==> src/rtl/ap_hs_initiator_if.sv <==
// ap_ctrl_hs register-access bus between the host-side initiator (master) and the DUFT responder (slave).
interface ap_hs_initiator_if;
    logic        ap_start;
    logic [31:0] addr;
    logic [31:0] wr_data;
    logic        rd_wr;
    logic        ap_idle;
    logic        ap_ready;
    logic        ap_done;
    logic [31:0] ap_return;

    modport master (
        output ap_start, addr, wr_data, rd_wr,
        input  ap_idle, ap_ready, ap_done, ap_return
    );

    modport slave (
        input  ap_start, addr, wr_data, rd_wr,
        output ap_idle, ap_ready, ap_done, ap_return
    );
endinterface

==> src/rtl/ap_hs_initiator.sv <==
// Host-side ap_ctrl_hs initiator: one read/write command in flight, one response carrying data or a timeout flag.
// Defining AP_HS_INITIATOR_STATS_EN adds saturating read/write/timeout counters with a synchronous clear.
module ap_hs_initiator #(
    parameter int TIMEOUT_CYCLES = 64,
    parameter int CNT_W          = 16
) (
    input  logic             clk,
    input  logic             ap_rst_n,
    input  logic             cmd_valid,
    output logic             cmd_ready,
    input  logic             cmd_rd_wr,
    input  logic [31:0]      cmd_addr,
    input  logic [31:0]      cmd_wdata,
    output logic             rsp_valid,
    input  logic             rsp_ready,
    output logic [31:0]      rsp_rdata,
    output logic             rsp_is_rd,
    output logic             rsp_timeout,
`ifdef AP_HS_INITIATOR_STATS_EN
    input  logic             stat_clr,
    output logic [CNT_W-1:0] stat_rd_cnt,
    output logic [CNT_W-1:0] stat_wr_cnt,
    output logic [CNT_W-1:0] stat_to_cnt,
`endif
    ap_hs_initiator_if.master ap
);
    // state  | meaning
    // S_IDLE | ready for a command
    // S_ARM  | command latched, waiting for the responder to show idle
    // S_BUSY | ap_start high, waiting for ap_done
    // S_RESP | response presented, waiting for rsp_ready
    typedef enum logic [1:0] {S_IDLE, S_ARM, S_BUSY, S_RESP} state_t;

    localparam int TW = (TIMEOUT_CYCLES > 0) ? (($clog2(TIMEOUT_CYCLES + 1) > 0) ? $clog2(TIMEOUT_CYCLES + 1) : 1) : 1;
    localparam logic [TW-1:0] TC_LAST = TW'((TIMEOUT_CYCLES > 0) ? TIMEOUT_CYCLES - 1 : 0);

    state_t          state, state_nx;
    logic [TW-1:0]   tcnt, tcnt_d;
    logic            accept, done_hit, to_hit;
    logic            cmd_ready_d, rsp_valid_d, rsp_is_rd_d, rsp_timeout_d;
    logic            ap_start_d, rd_wr_d;
    logic [31:0]     rsp_rdata_d, addr_d, wr_data_d;
    logic            unused_sink;

    assign accept   = (state == S_IDLE) && cmd_valid && cmd_ready;
    assign done_hit = (state == S_BUSY) && ap.ap_done;
    assign to_hit   = (TIMEOUT_CYCLES > 0) && (tcnt == TC_LAST);

    always_ff @(posedge clk or negedge ap_rst_n) begin
        if (!ap_rst_n) begin
            state       <= S_IDLE;
            tcnt        <= '0;
            cmd_ready   <= 1'b0;
            rsp_valid   <= 1'b0;
            rsp_rdata   <= '0;
            rsp_is_rd   <= 1'b0;
            rsp_timeout <= 1'b0;
            ap.ap_start <= 1'b0;
            ap.addr     <= '0;
            ap.wr_data  <= '0;
            ap.rd_wr    <= 1'b0;
        end else begin
            state       <= state_nx;
            tcnt        <= tcnt_d;
            cmd_ready   <= cmd_ready_d;
            rsp_valid   <= rsp_valid_d;
            rsp_rdata   <= rsp_rdata_d;
            rsp_is_rd   <= rsp_is_rd_d;
            rsp_timeout <= rsp_timeout_d;
            ap.ap_start <= ap_start_d;
            ap.addr     <= addr_d;
            ap.wr_data  <= wr_data_d;
            ap.rd_wr    <= rd_wr_d;
        end
    end

    // A timeout in S_ARM aborts even if the responder just went idle; in S_BUSY ap_done beats it.
    always_comb begin
        state_nx = state;
        case (state)
            S_IDLE: if (accept) state_nx = S_ARM;
            S_ARM: begin
                if (to_hit)          state_nx = S_RESP;
                else if (ap.ap_idle) state_nx = S_BUSY;
            end
            S_BUSY: if (done_hit || to_hit) state_nx = S_RESP;
            S_RESP: if (rsp_ready) state_nx = S_IDLE;
            default: state_nx = S_IDLE;
        endcase
    end

    always_comb begin
        cmd_ready_d   = cmd_ready;
        rsp_valid_d   = rsp_valid;
        rsp_rdata_d   = rsp_rdata;
        rsp_is_rd_d   = rsp_is_rd;
        rsp_timeout_d = rsp_timeout;
        ap_start_d    = ap.ap_start;
        addr_d        = ap.addr;
        wr_data_d     = ap.wr_data;
        rd_wr_d       = ap.rd_wr;
        tcnt_d        = tcnt;
        case (state)
            S_IDLE: begin
                cmd_ready_d = 1'b1;
                if (accept) begin
                    cmd_ready_d = 1'b0;
                    rd_wr_d     = cmd_rd_wr;
                    addr_d      = cmd_addr;
                    wr_data_d   = cmd_wdata;
                    tcnt_d      = '0;
                end
            end
            S_ARM, S_BUSY: begin
                tcnt_d = tcnt + 1'b1;
                if (done_hit) begin
                    ap_start_d    = 1'b0;
                    rsp_rdata_d   = ap.rd_wr ? ap.ap_return : 32'h0;
                    rsp_is_rd_d   = ap.rd_wr;
                    rsp_timeout_d = 1'b0;
                    rsp_valid_d   = 1'b1;
                end else if (to_hit) begin
                    ap_start_d    = 1'b0;
                    rsp_rdata_d   = 32'h0;
                    rsp_is_rd_d   = ap.rd_wr;
                    rsp_timeout_d = 1'b1;
                    rsp_valid_d   = 1'b1;
                end else if (state == S_ARM && ap.ap_idle) begin
                    ap_start_d = 1'b1;
                end
            end
            S_RESP: begin
                if (rsp_ready) begin
                    rsp_valid_d = 1'b0;
                    cmd_ready_d = 1'b1;
                end
            end
            default: ;
        endcase
    end

`ifdef AP_HS_INITIATOR_STATS_EN
    logic fin;
    assign fin         = (state == S_ARM || state == S_BUSY) && (state_nx == S_RESP);
    assign unused_sink = ap.ap_ready;

    always_ff @(posedge clk or negedge ap_rst_n) begin
        if (!ap_rst_n) begin
            stat_rd_cnt <= '0;
            stat_wr_cnt <= '0;
            stat_to_cnt <= '0;
        end else if (stat_clr) begin
            stat_rd_cnt <= '0;
            stat_wr_cnt <= '0;
            stat_to_cnt <= '0;
        end else if (fin) begin
            if (!done_hit) begin
                if (stat_to_cnt != '1) stat_to_cnt <= stat_to_cnt + 1'b1;
            end else if (ap.rd_wr) begin
                if (stat_rd_cnt != '1) stat_rd_cnt <= stat_rd_cnt + 1'b1;
            end else begin
                if (stat_wr_cnt != '1) stat_wr_cnt <= stat_wr_cnt + 1'b1;
            end
        end
    end
`else
    assign unused_sink = ap.ap_ready | (CNT_W < 1);
`endif
endmodule

==> src/flat_wrapper.sv <==
// flat-port wrapper written by rule: the top's interface ports become plain ports
module ap_hs_initiator_flat 
#(
    parameter int TIMEOUT_CYCLES = 64,
    parameter int CNT_W          = 16
)
  (clk, ap_rst_n, cmd_valid, cmd_ready, cmd_rd_wr, cmd_addr, cmd_wdata, rsp_valid, rsp_ready, rsp_rdata, rsp_is_rd, rsp_timeout, ap_ap_start, ap_addr, ap_wr_data, ap_rd_wr, ap_ap_idle, ap_ap_ready, ap_ap_done, ap_ap_return);
  ap_hs_initiator_if ap_i ();
  input  logic clk;
  input  logic ap_rst_n;
  input  logic cmd_valid;
  output logic cmd_ready;
  input  logic cmd_rd_wr;
  input  logic [31:0] cmd_addr;
  input  logic [31:0] cmd_wdata;
  output logic rsp_valid;
  input  logic rsp_ready;
  output logic [31:0] rsp_rdata;
  output logic rsp_is_rd;
  output logic rsp_timeout;
  output wire logic [$bits(ap_i.ap_start)-1:0] ap_ap_start;
  output wire logic [$bits(ap_i.addr)-1:0] ap_addr;
  output wire logic [$bits(ap_i.wr_data)-1:0] ap_wr_data;
  output wire logic [$bits(ap_i.rd_wr)-1:0] ap_rd_wr;
  input wire logic [$bits(ap_i.ap_idle)-1:0] ap_ap_idle;
  input wire logic [$bits(ap_i.ap_ready)-1:0] ap_ap_ready;
  input wire logic [$bits(ap_i.ap_done)-1:0] ap_ap_done;
  input wire logic [$bits(ap_i.ap_return)-1:0] ap_ap_return;
  assign ap_ap_start = ap_i.ap_start;
  assign ap_addr = ap_i.addr;
  assign ap_wr_data = ap_i.wr_data;
  assign ap_rd_wr = ap_i.rd_wr;
  assign ap_i.ap_idle = ap_ap_idle;
  assign ap_i.ap_ready = ap_ap_ready;
  assign ap_i.ap_done = ap_ap_done;
  assign ap_i.ap_return = ap_ap_return;
  ap_hs_initiator #(.TIMEOUT_CYCLES(TIMEOUT_CYCLES), .CNT_W(CNT_W)) u_core (.clk(clk), .ap_rst_n(ap_rst_n), .cmd_valid(cmd_valid), .cmd_ready(cmd_ready), .cmd_rd_wr(cmd_rd_wr), .cmd_addr(cmd_addr), .cmd_wdata(cmd_wdata), .rsp_valid(rsp_valid), .rsp_ready(rsp_ready), .rsp_rdata(rsp_rdata), .rsp_is_rd(rsp_is_rd), .rsp_timeout(rsp_timeout), .ap(ap_i));
endmodule
==> config.mk <==
export PLATFORM = sky130hd
export DESIGN_NAME = ap_hs_initiator_flat
export DESIGN_NICKNAME = d
export VERILOG_FILES = /design/src/rtl/ap_hs_initiator_if.sv /design/src/rtl/ap_hs_initiator.sv /design/src/flat_wrapper.sv
export SDC_FILE = /design/constraint.sdc
export NUM_CORES = 1
export LEC_CHECK = 0
export ABC_AREA = 1
export BUFFER_PORTS_ARGS = -buffer_cell sky130_fd_sc_hd__buf_2
export CORE_MARGIN = 4
export CORE_UTILIZATION = 43
export CTS_CLUSTER_DIAMETER = 100
export DETAILED_ROUTE_END_ITERATION = 8
export GPL_ROUTABILITY_DRIVEN = 1
export GPL_TIMING_DRIVEN = 0
export PLACE_DENSITY = 0.85
export SYNTH_ARGS = -nofsm -noshare
export SYNTH_HDL_FRONTEND = slang
export SYNTH_SLANG_ARGS = --single-unit
export TNS_END_PERCENT = 5
==> constraint.sdc <==
create_clock -name clk -period 1.9 [get_ports clk]
set_clock_uncertainty 0.2 [all_clocks]
set_input_delay 0.285 -clock clk [delete_from_list [all_inputs] [get_ports clk]]
set_output_delay 0.285 -clock clk [all_outputs]
set_load 0.02 [all_outputs]
## Word level (Yosys, flattened, before mapping)

Cells that the tools add are included.

- Logic and storage cells: 64
- Output and inout port bits: 102
- Bits in registers: 111

- Equal/unequal tests: 9
- Add/sub/neg operators: 1
- Reductions and logical operators: 19
- Multiplexer cells: 24

Operators with widths:

| cell | count |
|---|---|
| $mux W32 | 3 |
| $pmux W7 S2 | 1 |
| $mux W1 | 11 |
| $mux W2 | 5 |
| $reduce_and A2 Y1 | 5 |
| $pmux W2 S4 | 1 |
| $reduce_bool A2 Y1 | 4 |
| $add A7 B1 Y7 const B | 1 |
| $eq A7 B6 Y1 const B | 1 |
| $mux W7 | 1 |
| $eq A2 B2 Y1 const B | 2 |
| $logic_and A1 B1 Y1 | 4 |
| $ne A2 B2 Y1 const B | 2 |
| $pmux W1 S2 | 2 |
| $reduce_and A4 Y1 | 1 |
| $ne A3 B1 Y1 const B | 1 |
| $ne A3 B2 Y1 const B | 1 |
| $reduce_and A3 Y1 | 1 |
| $reduce_bool A3 Y1 | 1 |
| $eq A2 B1 Y1 const B | 1 |
| $logic_not A2 Y1 | 1 |
| $ne A2 B1 Y1 const B | 1 |
| $reduce_or A2 Y1 | 1 |
| $logic_or A1 B1 Y1 | 1 |

## Logic depth before layout (Yosys ltp)

- Word-level depth: 5
- Mapped depth: 10
- Gate-level depth less buffers: 9

## Least setup slack after synthesis

No wires, ideal clock.

- Kind: register to register
- Start: register u_core.state[0]
- End: register u_core.tcnt[3]
- Slack: 0.035 ns
- Arrival: 1.545 ns
- Cell stages (with the launch flop): 10
- Library setup time: 0.120 ns
- Data required time: 1.580 ns
- Period minus slack after synthesis: 1.865 ns
- Path through: dfrtp_1 > inv_1 > ha_1 > buf_2 > inv_1 > o21ai_1 > buf_2 > nand2_1 > o21ai_0 > nor2_1

- Word-level cells in the longest chain between the ends: 5
- Elaborated cells on any way between the ends: 10
- Those cells by class: eq/ne: 3; mux: 1; reduce/logical: 6

Ends and longest elaborated chain:

| item | line | RTL |
|---|---|---|
| start: declaration | ap_hs_initiator.sv:37 | `state_t state, state_nx;` |
| start signal: assignment | ap_hs_initiator.sv:63 | `state <= state_nx;` |
| $logic_not A2 Y1 | ap_hs_initiator.sv:45, ap_hs_initiator.sv:103 |  |
| $logic_and A1 B1 Y1 (2 in series) | ap_hs_initiator.sv:45 | `assign accept = (state == S_IDLE) && cmd_valid && cmd_ready;` |
| $ne A2 B1 Y1 (no source line) | -- |  |
| $reduce_and A2 Y1 (no source line) | -- |  |
| end signal: assignment | ap_hs_initiator.sv:64 | `tcnt <= tcnt_d;` |
| end: declaration | ap_hs_initiator.sv:38 | `logic [TW-1:0] tcnt, tcnt_d;` |

Several ways; a longest one is shown, not always the timed one.
A chain may end at the register's enable or synchronous reset.

## Worst setup path after layout

- Start: register u_core.state[0]
- End: register u_core.ap.wr_data[7]

- Word-level cells in the longest chain between the ends: 4

Ends and longest elaborated chain:

| item | line | RTL |
|---|---|---|
| $logic_not A2 Y1 * | ap_hs_initiator.sv:45, ap_hs_initiator.sv:103 |  |
| $logic_and A1 B1 Y1 (2 in series) | ap_hs_initiator.sv:45 |  |
| $reduce_and A2 Y1 (no source line) * | -- |  |
| end signal: assignment | ap_hs_initiator.sv:72 | `ap.wr_data <= wr_data_d;` |
| end: declaration | ap_hs_initiator_if.sv:13 | `output ap_start, addr, wr_data, rd_wr,` |

Every way passes the cells marked *; elsewhere a longest branch is shown, timed or not.

==> impl_metrics.yaml <==
worst_setup_path:
  r2r_start: "u_core.state[0]$_DFFE_PN0P_"
  r2r_slack_ps: 90
  end_kind: "flop"
  cp_data_required_time_ps: 1970
  cp_max_fo: 10
  crit_arrival_ps: 1880
  crit_path_start_kind: "flop"
  critical_path_class: "flop to flop"
  slowest_stage: "dfrtp_1"
  crit_top_cell: "buf_6"
  crit_buf_inv: 3
  crit_family: "buffers and inverters"
  rr_endpoint: "u_core.ap.wr_data[7]$_DFFE_PN0P_"
  rr_worst_depth: 6
  max_stage_delay_ps: 410
  path_cells: "inv_2 > ha_4 > nand3_4 > buf_6 > buf_6 > mux2_4"
yosys:
  synth_area_leaders: "dfrtp_1 60%, mux2_4 9.4%, mux2_2 8.7%, nand2_1 7.7%, nand3_1 4.4%"
  syn_area_um2: 4630
  synth_cell_type_count: 22
  yosysSeqAreaShare: 0.599
  ys_top_cells_by_count: "111 x dfrtp_1, 95 x nand2_1, 41 x nand3_1, 36 x mux2_2, 29 x mux2_4"
  ys.flop_type: "dfrtp_1"
  synth_top_area_cell: "dfrtp_1"
  synth_area_per_cell_um2: 11.9
  synth_edf_count: 0
  yosysTopAreaCellShare: 0.599
  yosys_warnings: 0
  synth.most_common_cell: "dfrtp_1"
  syn-num-nets: 501
  async_flop_share: 1.00
  synth_cells: 391
  synth_seq_cells: 111
run:
  maxCapViolations: 0
clocking:
  ctsLongestPathBuffers: 2
  clkSlewWorstSetupHoldPaths_ps: 100
  cts_tree: "done"
  cts_buffers: 9
  clock_latency_ps: 370
  cts_sinks: 111
  htreeDepth: 3
  clockRootBuffer: "clkbuf_8"
power_and_ir_drop:
  peakVddDrop_mv: 0.827
  p_per_area_nw_per_um2: 1610
  finalPower_uw: 11400
  p_leak_uw: 0.00378
drt:
  drcViolationCount: 0
  wl_met2_um: 7310
  initialDrtViolationCount: 175
  vias: 4090
  wl_met1_um: 5560
  via_per_inst: 4.82
  antenna_left: 0
  dr.pass1.iters: 4
  wl_um: 14400
  wl_met3_um: 1020
  top_layer_used: "met4"
  wl_per_cell_um: 17.0
run_status:
  outcome: "finished, final reports clean"
placement:
  placed_cell_area_um2: 5860
  post-dp-hpwl_um: 8890
  gp_congestion: 0.851
  io_buffers: 204
global_route:
  gr-total-overflow: 0
  grt_pass1_wl_um: 23000
  grt_max_degree: 66
  track_usage: 0.234
  grt_pass1_vias: 4414
  antenna_found_initial: 0
worst_hold_path:
  min_from: "rsp_ready"
  worstHoldPathCells: 4
  hold_class: "input port to flop"
  worstHoldEndpoint: "u_core.cmd_ready$_DFFE_PN0P_"
final_layout:
  syn2layout_area_growth_pct: 53.2
  antenna_cells: 0
  fillers: 731
  nets: 817
  final_area_um2: 7100
  post_route_cells_drive_above_1_share: 0.437
floorplan:
  fp.coreArea_um2: 10400
  design.die.area_um2: 12500
  design.portCount: 206
  die_y_um: 112
  die_width_um: 112
  start_util: 0.445
  rows: 37
timing:
  slew_violations: 0
  max_freq_mhz: 552
  min_period_over_period: 0.954
  worst_pin_slew_ps: 629
  relSlewSlack: 0.581
  setup_viol: 0
  rsz0062_at_grt: "yes"
  fin_crit_ps: 1810
  hold_viol: 0
[worst max path at each step]
stage                                       endpoint                         from  cells past startpoint  slack [ps]
floorplan                 u_core.tcnt[3]$_DFFE_PN0P_  u_core.state[0]$_DFFE_PN0P_                      9          40
global placement      u_core.ap.addr[16]$_DFFE_PN0P_                     ap_rst_n                      1        -810
detailed placement  u_core.rsp_rdata[25]$_DFFE_PN0P_  u_core.state[0]$_DFFE_PN0P_                      8        -290
CTS                 u_core.ap.wr_data[8]$_DFFE_PN0P_  u_core.state[1]$_DFFE_PN0P_                      6          40
global route              u_core.tcnt[3]$_DFFE_PN0P_  u_core.state[0]$_DFFE_PN0P_                      8         -20
finish              u_core.ap.wr_data[7]$_DFFE_PN0P_  u_core.state[0]$_DFFE_PN0P_                      6          90
[placed cells by master (no fill, tap or decap), types with 2 or more instances in the layout]
master / count
a21oi_1: 7
buf_2: 206
buf_4: 7
buf_6: 7
clkbuf_1: 4
clkbuf_8: 11
clkinv_4: 2
dfrtp_1: 111
dlygate4sd3_1: 99
ha_1: 5
inv_1: 16
inv_2: 2
mux2_2: 36
mux2_4: 29
nand2_1: 95
nand3_1: 41
nor2_1: 12
nor2_4: 2
o21ai_0: 5
o21ai_1: 2
[worst reg2reg max path: stages (launching register included)]
cell,delay (ps)
dfrtp_1,410
inv_2,120
ha_4,180
nand3_4,130
buf_6,190
buf_6,160
mux2_4,320
[kinds of logic after synthesis]
logic type / Yosys count / share of synthesized area
fa+ha+maj: 6 / 0.0162
simple gates: 155 / 0.141
compound gates: 17 / 0.0189
buf+inv: 37 / 0.0427
mux: 65 / 0.181
flops: 111 / 0.599
[timing repair]
action,CTS,global route
buffers inserted,2,0
hold endpoints to repair,144,0
setup endpoints to repair,107,65
resized for setup,8,9
hold buffers,99,0
pin swaps,0,1
[state kept, by name (all words and copies together) (netlist names), 2 cells and up]
| signal | cells |
|---|---|
| u_core.ap.addr | 32 |
| u_core.ap.wr_data | 32 |
| u_core.rsp_rdata | 32 |
| u_core.state | 2 |
| u_core.tcnt | 7 |
[per-layer routing]
| metal | global-route usage | vias to the layer above |
|---|---|---|
| met5 | 0 | - |
| li1 | - | 1916 |
| met1 | 0.272 | 1948 |
| met2 | 0.404 | 184 |
| met3 | 0.0565 | 42 |
| met4 | 0.111 | 0 |
[final cells by class]
| class | instances | area [um2] | area share |
|---|---|---|---|
| flip-flops and latches | 111 | 2780 | 0.391 |
| clock inverters | 4 | 30.0 | 0.00423 |
| repair buffers | 306 | 2060 | 0.290 |
| inverters | 18 | 67.6 | 0.00952 |
| well taps | 136 | 170 | 0.0240 |
| multi-input cells | 243 | 1700 | 0.240 |
| clock buffers | 12 | 155 | 0.0219 |
| plain buffers | 18 | 139 | 0.0196 |
[through the flow]
step | setup WS, ps | std cells | utilization | TNS (ps) | hold WS, ps
global route | -17.7 | 848 | 0.681 | -17.7 | 84.7
global placement | -805 | 731 | 0.559 | -96930 | 250
finish | 87.6 | 848 | 0.681 | 0 | 77.5
detailed placement | -294 | 732 | 0.562 | -16820 | 147
CTS | 38.9 | 848 | 0.679 | 0 | 41.6
floorplan | 35.0 | 391 | - | 0 | -211
[report_power, final]
| part | switching [uW] | internal, uW |
|---|---|---|
| Combinational | 3410 | 2470 |
| Sequential | 656 | 3500 |
| Clock | 804 | 553 |
| Total | 4870 | 6520 |
(Power assumes the default switching activity.)
